<file path="config.mk">
export PLATFORM = sky130hd
export DESIGN_NAME = ibex_lsu_resp_unit
export DESIGN_NICKNAME = d
export VERILOG_FILES = /design/src/rtl/ibex_pkg.sv /design/src/rtl/ibex_load_data_extend.sv /design/src/rtl/ibex_lsu_resp_unit.sv
export SDC_FILE = /design/constraint.sdc
export NUM_CORES = 1
export LEC_CHECK = 0
export ABC_CLOCK_PERIOD_IN_PS = 2100
export CAP_MARGIN = 40
export CORE_MARGIN = 1.5
export CORE_UTILIZATION = 39
export DETAILED_ROUTE_END_ITERATION = 6
export PLACE_DENSITY = 0.78
export SYNTH_ARGS = -nofsm -noshare
export SYNTH_HDL_FRONTEND = slang
export SYNTH_HIERARCHICAL = 1
export SYNTH_SLANG_ARGS = --single-unit
export TNS_END_PERCENT = 20
</file>
<file path="constraint.sdc">
create_clock -name clk_i -period 2.1 [get_ports clk_i]
set_input_delay 0.42 -clock clk_i [delete_from_list [all_inputs] [get_ports clk_i]]
set_output_delay 0.42 -clock clk_i [all_outputs]
set_load 0.01 [all_outputs]
</file>
<file path="src/rtl/ibex_pkg.sv">
// Shared LSU types: load/store access width and the attributes captured
// when a data request is granted.
package ibex_pkg;

  typedef enum logic [1:0] {
    LS_WORD = 2'b00,
    LS_HALF = 2'b01,
    LS_BYTE = 2'b10
  } ls_type_e;

  typedef struct packed {
    logic       we;
    ls_type_e   ls_type;
    logic       sign_ext;
    logic [1:0] offset;
    logic       split;
  } lsu_req_attr_t;

  localparam lsu_req_attr_t LSU_REQ_ATTR_RESET = '{
    we:       1'b0,
    ls_type:  LS_WORD,
    sign_ext: 1'b0,
    offset:   2'b00,
    split:    1'b0
  };

endpackage

</file>
<file path="src/rtl/ibex_load_data_extend.sv">
// Combinational load-data aligner: picks the addressed bytes out of one or two
// aligned response words and zero- or sign-extends them to 32 bits.
module ibex_load_data_extend
  import ibex_pkg::*;
(
  input  logic [31:0] first,
  input  logic [31:0] second,
  input  ls_type_e    ls_type,
  input  logic [1:0]  offset,
  input  logic        split,
  input  logic        sign_ext,
  output logic [31:0] data
);

  logic [31:0] aligned;

  // A split access takes the upper bytes of the first beat as its low bytes and
  // fills the rest from the bottom of the second beat.
  always_comb begin
    aligned = first;
    if (split) begin
      case (offset)
        2'd1:    aligned = {second[7:0],  first[31:8]};
        2'd2:    aligned = {second[15:0], first[31:16]};
        2'd3:    aligned = {second[23:0], first[31:24]};
        default: aligned = first;
      endcase
    end else begin
      case (offset)
        2'd1:    aligned = {8'h00,  first[31:8]};
        2'd2:    aligned = {16'h0000, first[31:16]};
        2'd3:    aligned = {24'h000000, first[31:24]};
        default: aligned = first;
      endcase
    end
  end

  always_comb begin
    data = aligned;
    case (ls_type)
      LS_HALF: data = {{16{sign_ext & aligned[15]}}, aligned[15:0]};
      LS_BYTE: data = {{24{sign_ext & aligned[7]}}, aligned[7:0]};
      default: data = aligned;
    endcase
  end

endmodule

</file>
<file path="src/rtl/ibex_lsu_resp_unit.sv">
// Tracks one outstanding LSU data request and turns its response beat(s) into a
// register-file write. Define IBEX_LSU_MISALIGNED_EN for two-beat misaligned accesses.
module ibex_lsu_resp_unit
  import ibex_pkg::*;
#(
  parameter bit ResetAll = 1'b0
) (
  input  logic        clk_i,
  input  logic        rst_ni,
  input  logic        req_issue_i,
  input  logic        req_we_i,
  input  ls_type_e    req_type_i,
  input  logic        req_sign_ext_i,
  input  logic [1:0]  req_offset_i,
  input  logic        req_split_i,
  output logic        ready_o,
  input  logic        data_rvalid_i,
  input  logic [31:0] data_rdata_i,
  input  logic        data_err_i,
  output logic [31:0] rf_wdata_lsu_o,
  output logic        rf_we_lsu_o,
  output logic        lsu_resp_valid_o,
  output logic        lsu_resp_err_o
);

  // Handshake: a request is accepted only in a cycle with req_issue_i && ready_o;
  // ready_o stays low until the final response beat has been seen, response beats
  // are consumed only while a request is outstanding, and lsu_resp_valid_o is a
  // single-cycle pulse in the same cycle as the final beat.
`ifdef IBEX_LSU_MISALIGNED_EN
  typedef enum logic [1:0] {
    IDLE        = 2'd0,
    WAIT_FIRST  = 2'd1,
    WAIT_SECOND = 2'd2
  } resp_state_e;
`else
  typedef enum logic {
    IDLE       = 1'b0,
    WAIT_FIRST = 1'b1
  } resp_state_e;
`endif

  resp_state_e   state_q;
  lsu_req_attr_t attr_q, attr_d;
  logic          final_beat;
  logic          resp_err;
  logic [31:0]   ext_first, ext_second, ext_data;
  logic          ext_split;

  assign ready_o = (state_q == IDLE);

  always_comb begin
    attr_d = attr_q;
    if (ready_o && req_issue_i) begin
      attr_d.we       = req_we_i;
      attr_d.ls_type  = req_type_i;
      attr_d.sign_ext = req_sign_ext_i;
      attr_d.offset   = req_offset_i;
      attr_d.split    = req_split_i;
    end
  end

  if (ResetAll) begin : g_attr_rst
    always_ff @(posedge clk_i or negedge rst_ni) begin
      if (!rst_ni) begin
        attr_q <= LSU_REQ_ATTR_RESET;
      end else begin
        attr_q <= attr_d;
      end
    end
  end else begin : g_attr_norst
    always_ff @(posedge clk_i) begin
      attr_q <= attr_d;
    end
  end

`ifdef IBEX_LSU_MISALIGNED_EN
  logic        err_q;
  logic [31:0] first_q, first_d;

  assign final_beat = data_rvalid_i &
                      (((state_q == WAIT_FIRST) & ~attr_q.split) | (state_q == WAIT_SECOND));
  // A first-beat error is held and only reported alongside the second beat.
  assign resp_err   = data_err_i | err_q;
  assign first_d    = (state_q == WAIT_FIRST && data_rvalid_i && attr_q.split) ?
                      data_rdata_i : first_q;
  assign ext_first  = (state_q == WAIT_SECOND) ? first_q : data_rdata_i;
  assign ext_second = data_rdata_i;
  assign ext_split  = attr_q.split;

  if (ResetAll) begin : g_first_rst
    always_ff @(posedge clk_i or negedge rst_ni) begin
      if (!rst_ni) begin
        first_q <= 32'h0;
      end else begin
        first_q <= first_d;
      end
    end
  end else begin : g_first_norst
    always_ff @(posedge clk_i) begin
      first_q <= first_d;
    end
  end
`else
  assign final_beat = data_rvalid_i & (state_q == WAIT_FIRST);
  // Without misaligned support a split request is rejected on its only beat.
  assign resp_err   = data_err_i | attr_q.split;
  assign ext_first  = data_rdata_i;
  assign ext_second = 32'h0;
  assign ext_split  = 1'b0;
`endif

  always_ff @(posedge clk_i or negedge rst_ni) begin
    if (!rst_ni) begin
      state_q <= IDLE;
`ifdef IBEX_LSU_MISALIGNED_EN
      err_q   <= 1'b0;
`endif
    end else begin
      case (state_q)
        IDLE: begin
          if (req_issue_i) begin
            state_q <= WAIT_FIRST;
`ifdef IBEX_LSU_MISALIGNED_EN
            err_q   <= 1'b0;
`endif
          end
        end
        WAIT_FIRST: begin
          if (data_rvalid_i) begin
`ifdef IBEX_LSU_MISALIGNED_EN
            if (attr_q.split) begin
              state_q <= WAIT_SECOND;
              err_q   <= data_err_i;
            end else begin
              state_q <= IDLE;
            end
`else
            state_q <= IDLE;
`endif
          end
        end
`ifdef IBEX_LSU_MISALIGNED_EN
        WAIT_SECOND: begin
          if (data_rvalid_i) begin
            state_q <= IDLE;
            err_q   <= 1'b0;
          end
        end
`endif
        default: state_q <= IDLE;
      endcase
    end
  end

  ibex_load_data_extend u_load_data_extend (
    .first    (ext_first),
    .second   (ext_second),
    .ls_type  (attr_q.ls_type),
    .offset   (attr_q.offset),
    .split    (ext_split),
    .sign_ext (attr_q.sign_ext),
    .data     (ext_data)
  );

  assign lsu_resp_valid_o = final_beat;
  assign lsu_resp_err_o   = final_beat & resp_err;
  assign rf_we_lsu_o      = final_beat & ~attr_q.we & ~resp_err;
  assign rf_wdata_lsu_o   = rf_we_lsu_o ? ext_data : 32'h0;

endmodule
</file>
==> metrics.md <==
| Metric | Value |
|---|---|
| Status | complete, but fails checks |
| Failing checks | design-rule violations, negative setup slack |
| WS Path Type | primary input to output pin |
| CTS tree | yes |
| Post-route ant nets | 0 |
| Ys Warns | 6 |
| CTS H-tree lvls | 1 |
| Largest net degree at the start of global routing | 42 |
| Sequential group share of total power | 20.1% |
| Hold WC Path Type | primary input to async pin |
| Routed len/inst | 12.8 um |
| Vias in the first global route | 1996 |
| Post-synth cell types | 29 |
| DP Area | 2970 um^2 |
| Crit. End Element | output pin |
| Final hold violation count | 0 |
| I/O Buffers | 79 |
| Maxcap violations | 0 |
| Initial antenna violation count | 0 |
| Antenna Cells | 0 |
| FFs w/ async S/R, synth | 12.5% |
| Dpl ws | -0.963 ns |
| Syn_area_per_cell | approximately 7.7 um^2 |
| Final Cycle Share | 121% |
| Core area | 4440 um^2 |
| Internal | 0.637 mW |
| P per Cell Area | 322 nW/um^2 |
| Row Count | 24 |
| Share of post-route cells with drive strength above 1 | 28.0% |
| Top fanout value on the critical path | 5 |
| Ports | 80 |
| Gate power share | 60.0% |
| Psw | roughly 0.35 mW |
| Switch share | 35.3% |
| Clock transition at path regs | 0.04 ns |
| Final instance area | 3060 um^2 |
| Critical path arrival | between 2 and 2.5 ns |
| Clock Latency Late Sink | 0.23 ns |
| P_leak | between 1 and 1.5 nW |
| Router iterations before antenna repair | 6 |
| Drt total wl | 5520 um |
| Total GRT Usage | 21.9% |
| Via density per instance | 4.94 |
| Clk_skew | between 0.0005 and 0.0006 ns |
| Die ar. | 5130 um^2 |
| Nets | 426 |
| Top FF cell, synth | edfxtp_1 |
| Clk buf depth | 2 |
| Synth Instances | around 240 |
| Inserted Clock Buffers | 3 |
| Max IR drop VDD | between 0.4 and 0.5 mV |
| Clock sink count | 8 |
| Required time of the critical path | 1.68 ns |
| Die W | 71.6 um |
| Fillcell total | between 300 and 400 |
| Global-route wire length before repair | approximately 9100 um |
| Die Ht | approximately 72 um |
| RSZ-0062 raised after global routing | yes |
| Clock network power share | 19.9% |
| Tmin final | 2.54 ns |
| Startpoint Class | primary input |
| GP Congestion | 0.793 |
| EDFF count, synth | 7 |
| Area grow syn2layout | 66.5% |
| FMAX | 393 MHz |
| DRC Markers | 6 |
| Root Buffer | clkbuf_8 |
| Post-DP HPWL | 3900 um |
| Register bit total from synthesis | 8 |
| Initial Util | between 40% and 50% |
| Finish-stage setup viols | 31 |
| Synthesized area | between 1500 and 2000 um^2 |
| Final slew viol count | 0 |
| Grt total ovfl | 0 |
| Final worst-path setup slack | -0.444 ns |
| 1st-iter DRT viols | 96 |
| Register area share after synthesis | 12.8% |
| Routed vias | around 2100 |
cell usage after synthesis, types with 2 or more instances:
cell type   n  area (um^2)
o21ai_0     9         45.0
a21oi_1     8         40.0
mux2i_1    24          240
mux4_2     16          360
clkbuf_1   12         45.0
nor2_2     10         62.6
nor2b_1     9         56.3
and2_1      8         50.1
nand3_1     2         10.0
inv_1       4         15.0
o22ai_1    15         93.8
nand2_1    60          225
ha_1        2         25.0
nor2_1     25         93.8
buf_6       5         56.3
edfxtp_1    7          210
a21bo_2     6         60.1
buf_2       5         25.0
area by class of cell:
cell class	count	area [um^2]	area share, %
Tap cell	52	65.1	2.13
Timing Repair Buffer	109	1000	32.7
Clock buffer	4	45.0	1.47
Multi-Input combinational cell	254	1700	55.5
Inverter	4	15.0	0.491
Sequential cell	8	235	7.69
cell families after synthesis:
kind of cell	Yosys count	synth area share (%)
AOI/OAI and AO/OA	41	15.1
adders and majority gates	2	1.36
buffers and inverters	27	8.51
DFF	8	12.8
muxes	40	32.7
other	1	0.204
and+or+nand+nor	119	29.3
per-layer routing:
| layer | GRT usage [%] | part of all wire [%] |
|---|---|---|
| met1 | 27.0 | 40 |
| met2 | 39.9 | 52 |
| met3 | 2.11 | 6.8 |
| met4 | 6.92 | 1.0 |
| met5 | 0 | 0 |
state kept, by name, indices dropped and copies added (netlist names):
register and cells:
attr_q 7, state_q 1
power by group through the flow:
| stage | logic, mW | registers, mW | clock network (mW) |
|---|---|---|---|
| final | 0.590 | 0.198 | 0.196 |
| after detailed placement | 0.546 | 0.199 | 0 |
| after CTS | 0.572 | 0.197 | 0.206 |
| after global placement | 0.538 | 0.198 | 0 |
| after global routing | 0.646 | 0.199 | 0.211 |
| after floorplan | 0.342 | 0.194 | 0 |
worst paths after layout:
check	to	cells after the start	startpoint	slack, ns
setup / recovery	rf_wdata_lsu_o[24]	9	data_rdata_i[31]	-0.44
hold / removal	state_q$_DFF_PN0_	1	rst_ni	0.34
setup reg to reg	attr_q[2]$_DFFE_PP_	3	state_q$_DFF_PN0_	0.93
hold reg to reg	state_q$_DFF_PN0_	3	state_q$_DFF_PN0_	0.75
max in group asynchronous	state_q$_DFF_PN0_	1	rst_ni	1.65
min in group clk_i	state_q$_DFF_PN0_	4	data_rvalid_i	0.74
critical path, stage by stage:
cell           delay, ns
dlygate4sd2_1       0.25
mux4_2              0.48
and3_4              0.19
a31oi_4             0.23
buf_6               0.13
a21bo_4             0.21
nand2_2             0.05
nor2_2              0.03
buf_2               0.13
placed cells by master, fill, tap and decap left out, types with 2 or more instances in the layout:
cell type,netlist,routed
nand2_1,60,54
and2_1,8,8
a21bo_2,6,5
mux2i_1,24,24
o22ai_1,15,15
buf_12,0,3
nor2_2,10,11
nand3_1,2,2
buf_2,5,24
inv_1,4,4
mux4_2,16,16
edfxtp_1,7,7
dlygate4sd2_1,0,10
conb_1,1,51
clkdlybuf4s15_2,0,3
nor2_1,25,24
nand2_2,0,6
o21ai_0,9,7
clkbuf_8,0,3
nor2b_1,9,8
buf_6,5,7
a31oi_4,1,2
o21ai_1,0,2
buf_4,0,17
clkdlybuf4s50_1,0,40
a21oi_1,8,8
metrics by stage:
| stage | util (%) | instances | setup TNS, ns | hold slack, ns | total power, mW |
|---|---|---|---|---|---|
| floorplan | - | 288 | -0.0500 | 0.124 | 0.536 |
| detailed placement | 66.8 | 421 | -25.27 | 0.589 | 0.746 |
| global placement | 66.8 | 421 | -24.33 | 0.575 | 0.736 |
| global route | 68.8 | 431 | -10.72 | 0.339 | 1.06 |
| finish | 68.8 | 431 | -8.01 | 0.340 | 0.984 |
| CTS | 68.2 | 432 | -8.65 | 0.336 | 0.975 |
what timing repair did:
action	in CTS	in global routing
gates resized for setup	132	14
pin swaps	1	2
hold endpoints to repair	0	0
hold buffers	0	0
setup endpoints to repair	34	33
cloned	2	0
buffers inserted	5	0
Note: power is estimated with default switching activity, not from simulation.
